--- src/rtl/ram_dump_tx_pkg.sv ---
// ram_dump_tx_pkg: shared types and width helpers for the RAM dump engine.
// Latency: n/a (types and constant functions only).
// Backpressure: n/a.
// Contents: FSM state enumeration, DATA_W legality check, bytes-per-word and
// byte-counter width helpers. Honours DUMP_CHECKSUM_EN (adds the CSUM states).
package ram_dump_tx_pkg;

  typedef enum logic [3:0] {
    ST_IDLE,
    ST_READ,
    ST_CAPTURE,
    ST_SEND,
    ST_WAIT,
    ST_NEXT,
`ifdef DUMP_CHECKSUM_EN
    ST_CSUM_SEND,
    ST_CSUM_WAIT,
`endif
    ST_DONE
  } state_t;

  // Word width must be whole bytes, 8..128 bits.
  function automatic bit data_w_ok(input int w);
    return (w % 8 == 0) && (w >= 8) && (w <= 128);
  endfunction

  // BYTES = DATA_W / 8
  function automatic int bytes_of(input int w);
    return w / 8;
  endfunction

  // Byte counter must hold BYTES itself, hence BYTES+1 codes.
  function automatic int cnt_w_of(input int w);
    return $clog2(w / 8 + 1);
  endfunction

endpackage

--- src/rtl/word_byte_shifter.sv ---
// word_byte_shifter: holds one RAM word and hands it out a byte at a time.
// Latency: load and shift take effect at the next clk edge; cur_byte is a register slice.
// Backpressure: none internally; the owner decides when to shift.
// Ports: clk/rst, load + load_data (parallel load, count := BYTES),
//        shift (move next byte into place, count - 1), cur_byte, remaining.
module word_byte_shifter
  import ram_dump_tx_pkg::*;
#(
  parameter int DATA_W    = 32,
  parameter bit MSB_FIRST = 1'b0,
  parameter int CNT_W     = cnt_w_of(DATA_W)
) (
  input  logic              clk,
  input  logic              rst,
  input  logic              load,
  input  logic [DATA_W-1:0] load_data,
  input  logic              shift,
  output logic [7:0]        cur_byte,
  output logic [CNT_W-1:0]  remaining
);

  localparam logic [CNT_W-1:0] BYTES_C = CNT_W'(bytes_of(DATA_W));

  logic [DATA_W-1:0] sr;

  always_ff @(posedge clk or posedge rst) begin
    if (rst) begin
      sr        <= '0;
      remaining <= '0;
    end else if (load) begin
      sr        <= load_data;
      remaining <= BYTES_C;
    end else if (shift) begin
      // The byte just sent leaves from the end cur_byte looks at.
      sr <= MSB_FIRST ? (sr << 8) : (sr >> 8);
      if (remaining != '0) remaining <= remaining - CNT_W'(1);
    end
  end

  if (MSB_FIRST) begin : g_msb
    assign cur_byte = sr[DATA_W-1 -: 8];
  end else begin : g_lsb
    assign cur_byte = sr[7:0];
  end

endmodule

--- src/rtl/ram_dump_tx.sv ---
// ram_dump_tx: walks start_addr..end_addr (wrapping) of a sync RAM and streams words to a UART byte by byte.
// Latency: start->rd_en 1, rd_en->capture RD_LAT, capture->tx_int 1, tx_ok->next tx_int 1, last tx_ok->rd_en 2.
// Backpressure: one byte in flight; waits for tx_ok before the next; abort returns to IDLE at the next edge.
// Ports: start/abort/start_addr/end_addr control, rd_en/rd_addr/rd_data RAM port,
//        tx_byte/tx_int/tx_ok UART handshake, busy/done status.
// Option: DUMP_CHECKSUM_EN appends one byte holding the mod-256 sum of all data bytes.
module ram_dump_tx
  import ram_dump_tx_pkg::*;
#(
  parameter int DATA_W    = 32,
  parameter int ADDR_W    = 16,
  parameter int RD_LAT    = 1,
  parameter bit MSB_FIRST = 1'b0
) (
  input  logic              clk,
  input  logic              rst,
  input  logic              start,
  input  logic              abort,
  input  logic [ADDR_W-1:0] start_addr,
  input  logic [ADDR_W-1:0] end_addr,
  output logic              rd_en,
  output logic [ADDR_W-1:0] rd_addr,
  input  logic [DATA_W-1:0] rd_data,
  output logic [7:0]        tx_byte,
  output logic              tx_int,
  input  logic              tx_ok,
  output logic              busy,
  output logic              done
);

  localparam int CNT_W = cnt_w_of(DATA_W);
  localparam int LAT_W = 2;  // RD_LAT is 1..4, counted 0..RD_LAT-1
  localparam logic [LAT_W-1:0] LAT_LAST = LAT_W'(RD_LAT - 1);

  if (!data_w_ok(DATA_W)) begin : g_bad_data_w
    $error("ram_dump_tx: DATA_W must be a multiple of 8 between 8 and 128");
  end

  state_t              state;
  logic [ADDR_W-1:0]   end_reg;
  logic [LAT_W-1:0]    lat_cnt;
  logic [CNT_W-1:0]    remaining;
  logic                load_en;
  logic                shift_en;
  logic [DATA_W-1:0]   load_data;

`ifdef DUMP_CHECKSUM_EN
  logic [7:0]          csum;
  logic [DATA_W-1:0]   csum_word;
  // Park the sum where cur_byte reads, so the checksum goes out through the shifter.
  assign csum_word = MSB_FIRST ? (DATA_W'(csum) << (DATA_W - 8)) : DATA_W'(csum);
`endif

  assign busy = (state != ST_IDLE);

  always_comb begin
    load_en   = 1'b0;
    shift_en  = 1'b0;
    load_data = rd_data;
    if (!abort) begin
      case (state)
        ST_CAPTURE: load_en = 1'b1;
        ST_WAIT:    shift_en = tx_ok;
`ifdef DUMP_CHECKSUM_EN
        ST_NEXT: begin
          if (rd_addr == end_reg) begin
            load_en   = 1'b1;
            load_data = csum_word;
          end
        end
`endif
        default: ;
      endcase
    end
  end

  word_byte_shifter #(
    .DATA_W    (DATA_W),
    .MSB_FIRST (MSB_FIRST),
    .CNT_W     (CNT_W)
  ) u_shifter (
    .clk       (clk),
    .rst       (rst),
    .load      (load_en),
    .load_data (load_data),
    .shift     (shift_en),
    .cur_byte  (tx_byte),
    .remaining (remaining)
  );

  always_ff @(posedge clk or posedge rst) begin
    if (rst) begin
      state   <= ST_IDLE;
      rd_addr <= '0;
      end_reg <= '0;
      lat_cnt <= '0;
      rd_en   <= 1'b0;
      tx_int  <= 1'b0;
      done    <= 1'b0;
`ifdef DUMP_CHECKSUM_EN
      csum    <= '0;
`endif
    end else begin
      // All three strobes are single-cycle; they are raised on the edge entering their state.
      rd_en  <= 1'b0;
      tx_int <= 1'b0;
      done   <= 1'b0;
      if (abort && state != ST_IDLE) begin
        state <= ST_IDLE;
      end else begin
        case (state)
          ST_IDLE: begin
            if (start) begin
              rd_addr <= start_addr;
              end_reg <= end_addr;
              lat_cnt <= '0;
              rd_en   <= 1'b1;
`ifdef DUMP_CHECKSUM_EN
              csum    <= '0;
`endif
              state   <= ST_READ;
            end
          end
          ST_READ: begin
            if (lat_cnt == LAT_LAST) state <= ST_CAPTURE;
            else                     lat_cnt <= lat_cnt + LAT_W'(1);
          end
          ST_CAPTURE: begin
            tx_int <= 1'b1;
            state  <= ST_SEND;
          end
          ST_SEND: state <= ST_WAIT;
          ST_WAIT: begin
            if (tx_ok) begin
`ifdef DUMP_CHECKSUM_EN
              csum <= csum + tx_byte;
`endif
              // remaining still shows the pre-shift count here.
              if (remaining == CNT_W'(1)) begin
                state <= ST_NEXT;
              end else begin
                tx_int <= 1'b1;
                state  <= ST_SEND;
              end
            end
          end
          ST_NEXT: begin
            if (rd_addr == end_reg) begin
`ifdef DUMP_CHECKSUM_EN
              tx_int <= 1'b1;
              state  <= ST_CSUM_SEND;
`else
              done   <= 1'b1;
              state  <= ST_DONE;
`endif
            end else begin
              rd_addr <= rd_addr + ADDR_W'(1);
              lat_cnt <= '0;
              rd_en   <= 1'b1;
              state   <= ST_READ;
            end
          end
`ifdef DUMP_CHECKSUM_EN
          ST_CSUM_SEND: state <= ST_CSUM_WAIT;
          ST_CSUM_WAIT: begin
            if (tx_ok) begin
              done  <= 1'b1;
              state <= ST_DONE;
            end
          end
`endif
          ST_DONE: state <= ST_IDLE;
          default: state <= ST_IDLE;
        endcase
      end
    end
  end

endmodule

--- config.mk ---
export PLATFORM = sky130hd
export DESIGN_NAME = ram_dump_tx
export DESIGN_NICKNAME = d
export VERILOG_FILES = /design/src/rtl/ram_dump_tx_pkg.sv /design/src/rtl/word_byte_shifter.sv /design/src/rtl/ram_dump_tx.sv
export SDC_FILE = /design/constraint.sdc
export NUM_CORES = 1
export LEC_CHECK = 0
export CORE_ASPECT_RATIO = 0.5
export CORE_MARGIN = 4
export CORE_UTILIZATION = 64
export CTS_CLUSTER_DIAMETER = 50
export DETAILED_ROUTE_END_ITERATION = 6
export DONT_BUFFER_PORTS = 1
export GPL_TIMING_DRIVEN = 0
export PLACE_DENSITY = 0.8
export SETUP_SLACK_MARGIN = 0.4
export SYNTH_ARGS = -nofsm -noshare
export SYNTH_HDL_FRONTEND = slang
export SYNTH_SLANG_ARGS = --single-unit
--- constraint.sdc ---
create_clock -name clk -period 2.5 [get_ports clk]
set_input_delay 0.25 -clock clk [delete_from_list [all_inputs] [get_ports clk]]
set_output_delay 0.25 -clock clk [all_outputs]
set_load 0.01 [all_outputs]
[Yosys cells after proc, flatten, opt, wreduce, memory -nomap -nowiden]
Cells that the tools add are included.
Cells by class
  $add $sub $neg: 3
  multiply operators: 0
  div/mod/pow operators: 0
  $lt $le $gt $ge: 0
  eq/ne operators: 13
  shift operators: 0
  muxes and demuxes: 34
  bitwise gates (word level): 1
  reductions and logical operators: 14
Operator list (count)
  two-way mux 32 bit: 2
  two-way mux 16 bit: 2
  case mux 16 bit (2 select lines): 1
  case mux 4 bit (6 select lines): 1
  adder 16 x 1 -> 16 bit, second input constant: 1
  equality test 16 bit: 1
  two-way mux 4 bit: 4
  two-way mux 3 bit: 5
  two-way mux 1 bit: 13
  != test 3 bit, second input constant: 3
  equality test 4 x 2 -> 1 bit, second input constant: 2
  equality test 4 x 3 -> 1 bit, second input constant: 2
  two-way mux 2 bit: 3
  != test 2 bit, second input constant: 3
  case mux 2 bit (3 select lines): 1
  AND reduction 3 bit: 2
  nonzero test 2 bit: 3
  nonzero test 3 bit: 2
  AND reduction 5 bit: 1
  equality test 4 x 1 -> 1 bit, second input constant: 1
  logical NOT 4 bit: 1
  case mux 1 bit (2 select lines): 2
  AND reduction 4 bit: 1
  nonzero test 4 bit: 1
  other kinds (7): 7
Word-level totals
  register bits after elaboration: 76
  latch bits: 0
  bits in writable memories: 0
  ROM bits: 0
  bits of input ports: 69
  output and inout bits: 28
  word-level logic and storage cells: 74
  memories: 0

[Longest topological paths before layout]
  depth in word-level cells: 5
  depth in mapped cells: 8
  gate-level depth less buffers: 7

[Hierarchy]
A second synthesis with hierarchy kept.
Second synthesis, totals
  cells, all modules: 441
  area, all modules: 4056.4 sq um
By module, submodules not included
  ram_dump_tx: instances 1, cells an instance 275, area an instance 2353.5 sq um
  word_byte_shifter: instances 1, cells an instance 166, area an instance 1702.9 sq um

[Worst setup path after synthesis]
OpenSTA, ideal clock, no wires.
  path kind: flip-flop to flip-flop
  from: register rd_addr[0]
  to: register rd_addr[12]
  arrival time: 1.932 ns
  setup slack: 0.447 ns
  cell stages (with the launch flop): 7
  buffers on the path: 0
  period minus slack after synthesis: 2.053 ns
  cells stage by stage: dfrtp_1 > ha_1 > and3_1 > and2_1 > nand4_1 > or4_1 > a32o_1
Between the ends
  word-level cells in the longest chain between the ends: 3
Ends and longest elaborated chain
  start, declared: line ram_dump_tx.sv:22  | output logic [ADDR_W-1:0] rd_addr,
  start signal, assigned: line ram_dump_tx.sv:114  | rd_addr <= start_addr;
  start signal, assigned: line ram_dump_tx.sv:157  | rd_addr <= rd_addr + ADDR_W'(1);
  adder 16 x 1 -> 16 bit / equality test 16 bit (equally long branches): line ram_dump_tx.sv:157, ram_dump_tx.sv:148
  two-way mux 16 bit / != test 2 bit (equally long branches)
  case mux 16 bit (2 select lines) / AND reduction 4 bit (equally long branches)
Parallel ways exist; a longest one is shown, timed or not. The select of a mux whose other input is x is not followed.
A chain may end at the register's enable or synchronous reset.

[Final worst setup path]
  from: register rd_addr[15]
  to: register rd_addr[2]
Between the ends
  word-level cells in the longest chain between the ends: 3
Ends and longest elaborated chain
  equality test 16 bit: line ram_dump_tx.sv:148  | if (rd_addr == end_reg) begin
  != test 2 bit (no source line)
  AND reduction 4 bit (no source line)
Every way passes these cells.

==> flow_metrics.env <==
export IMPL_antenna_found_initial=0
export IMPL_min_period_over_period_pct=92.41
export IMPL_cp_cell_sequence="xnor2_1 -> nand4_1 -> or4_1 -> buf_6 -> buf_8 -> a22oi_2 -> o211ai_1"
export IMPL_critPathLaunch="rd_addr[15]"
export IMPL_cts_tree="yes"
export IMPL_io_pins=97
export IMPL_overflow=0
export IMPL_hold_class="primary input to flop"
export IMPL_clock_sinks=75
export IMPL_combPwrFrac_pct=41.3
export IMPL_p_per_area_nw_per_um2=1231
export IMPL_areaGrowthSynthToFinish_pct=19.98
export IMPL_crit_type="flop to flop"
export IMPL_finalSetupViolCount=0
export IMPL_h_tree_depth=3
export IMPL_fin_setup_tns_ns=0
export IMPL_synth_edff_count=0
export IMPL_avgViaCountPerCell=6.461
export IMPL_slowest_stage="or4_1"
export IMPL_synth_seq_cells=75
export IMPL_hpwlAfterDp_microns=7477
export IMPL_whs_path_depth=2
export IMPL_synthesis_instances=440
export IMPL_layout_common_cells="nand2_1, dfrtp_1, o21ai_0, buf_4, mux2i_1"
export IMPL_via_count=3644
export IMPL_clock_skew_ns=0.004650
export IMPL_place_area_sq_um=4204
export IMPL_cts_root_buf="clkbuf_16"
export IMPL_ys_types=56
export IMPL_reg2reg_depth=7
export IMPL_drtPass1Iterations=5
export IMPL_grt_pass1_wl_microns=17660
export IMPL_syn_cell_area_sq_um=4070
export IMPL_largest_reg_flops=32
export IMPL_intPower_uw=3615
export IMPL_cts_buffers=9
export IMPL_portBuffers=0
export IMPL_seq_area_frac_synth_pct=46.11
export IMPL_synthFlopType="dfrtp_1"
export IMPL_start_util_pct=66.66
export IMPL_arrival_ns=2.50
export IMPL_post_route_drc_count=0
export IMPL_grt_pass1_vias=3493
export IMPL_num_antenna_cells=0
export IMPL_wl_per_cell_microns=20.56
export IMPL_hold_viol_final=0
export IMPL_swShare_pct=39.88
export IMPL_worstHoldStart="end_addr[14]"
export IMPL_clk_pin_slew_ns=0.06
export IMPL_p_clk_share_pct=19.5
export IMPL_rows=20
export IMPL_drtIter0Drc=428
export IMPL_clockBufferDepth=2
export IMPL_cpLargestDelayFamily="simple AND/OR/NAND/NOR gates"
export IMPL_r2r_start="rd_addr[15]"
export IMPL_start_kind="flop"
export IMPL_synth_nets=514
export IMPL_slew_headroom_pct=50.07
export IMPL_setup_worst_path_end_class="flop"
export IMPL_final_cell_area_sq_um=4883
export IMPL_holdWs_ns=0.02333
export IMPL_routed_wl_microns=11600
export IMPL_die_h_microns=64.39
export IMPL_period_minus_slack_ns=2.310
export IMPL_min_to="end_reg[14]"
export IMPL_p_leak_uw=0.002072
export IMPL_reg2reg_slack_ns=0.19
export IMPL_layout_commonest_cell="nand2_1"
export IMPL_coreArea_sq_um=6106
export IMPL_drt_antenna_violating_nets=0
export IMPL_die_w_microns=120.8
export IMPL_ys_warn_count=0
export IMPL_worst_pin_slew_ns=0.7474
export IMPL_critical_path_depth=7
export IMPL_post_place_ws_ns=0.1249
export IMPL_cap_violations=0
export IMPL_seq_power_share_pct=39.2
export IMPL_gr_usage_all_layers_pct=29.12
export IMPL_crit_buf_inv=2
export IMPL_irDropWorstVdd_uv=742.3
export IMPL_cpPeakStageDelay_ns=0.59
export IMPL_die_area_sq_um=7777
export IMPL_setup_ws_ns=0.1898
export IMPL_cp_required_ns=2.69
export IMPL_drive_gt1_share_pct=21.85
export IMPL_worst_skew_pair_late_latency_ns=0.33
export IMPL_grt_max_degree=42
export IMPL_avgSynthCellArea_sq_um=9.250
export IMPL_routabilityCongestion=0.9302
export IMPL_slew_violations=0
export IMPL_async_flop_share_pct=100.0
export IMPL_max_freq_mhz=432.9
export IMPL_r2r_end="rd_addr[2]"
export IMPL_switching_power_uw=2398
export IMPL_fin_nets=546
export IMPL_rsz0062_at_grt="yes"
export IMPL_crit_fanout=8
export IMPL_status="finished, final reports clean"
==> layout make-up <==
type	count	area (sq um)
tap	88	110.1
fill	402	1222
multi-input combinational	317	2128
timing repair buffer	21	191.4
buffer	39	259.0
clock buffer	10	239.0
clock inverter	5	30.03
sequential	75	1888
inverter	9	37.54
==> worst reg2reg max path, stage by stage (launching register included) <==
cell	delay, ns
dfrtp_2	0.48
xnor2_1	0.25
nand4_1	0.22
or4_1	0.59
buf_6	0.18
buf_8	0.14
a22oi_2	0.16
o211ai_1	0.14
==> cell usage after synthesis (all sizes together), types with 4 or more instances <==
cell    count  share of area, %
buf        20               3.3
mux2i      25               6.1
o21ai      31               3.9
a22oi       5               1.0
a22o       10               2.2
clkbuf     19               1.8
nand4      10               1.5
inv         9              0.83
nand3      10               1.2
or4         5              0.92
nor2       16               1.5
and3        6              0.92
xnor2      17               3.7
a21o        4              0.74
a32o        4              0.98
dfrtp      75                46
nor3        8              0.98
ha          5               1.5
nand2      96               8.9
a21oi       9               1.1
==> worst max path at each step <==
| stage | to | slack [ns] |
|---|---|---|
| 6_report | rd_addr[2] | 0.19 |
| 5_1_grt | rd_addr[5] | 0.18 |
| 4_1_cts | rd_addr[14] | 0.40 |
| 3_5_place_dp | rd_addr[12] | 0.12 |
| 3_3_place_gp | rd_addr[10] | 0.19 |
| 2_1_floorplan | rd_addr[12] | 0.45 |
==> stage by stage <==
stage	utilization [%]	cells	total power [uW]
3_5_place_dp	68.85	529	4263
5_1_grt	79.98	564	6394
2_1_floorplan	-	440	3739
3_3_place_gp	68.52	528	4122
4_1_cts	74.75	550	5521
6_report	79.98	564	6013
==> per-layer routing <==
layer	GRT usage [%]	routed length (microns)	up-vias
met5	0	0	-
met4	9.463	409	0
met3	10.79	1253	58
met2	48.44	5550	248
met1	35.43	4385	1711
li1	-	-	1627
==> logic make-up (layout without fill, tap and decap cells) <==
logic type                 Yosys count  count (layout)  synth area share [%]
and+or+nand+nor                    177             177                 20.66
DFF                                 75              75                 46.11
AOI/OAI and AO/OA                   93              93                 16.05
adders and majority gates            5               5                 1.537
muxes                               25              25                 6.148
buffers and inverters               48              84                 5.841
xor gates and xnor gates            17              17                 3.658
==> power by group through the flow <==
stage	combinational, uW	clock [uW]	sequential [uW]
after floorplan	1610	0	2130
after global placement	1880	0	2250
after detailed placement	1980	0	2280
after CTS	2060	1180	2280
after global routing	2720	1250	2420
final	2480	1170	2360
==> timing repair <==
item / CTS / global route
setup buffers: 5 / 12
hold buffers: 1 / 0
setup endpoints to repair: 35 / 57
cloned: 0 / 2
hold endpoints to repair: 34 / 0
pin swaps: 2 / 15
gates resized for setup: 15 / 59
Power figures use the tool's default switching activity.
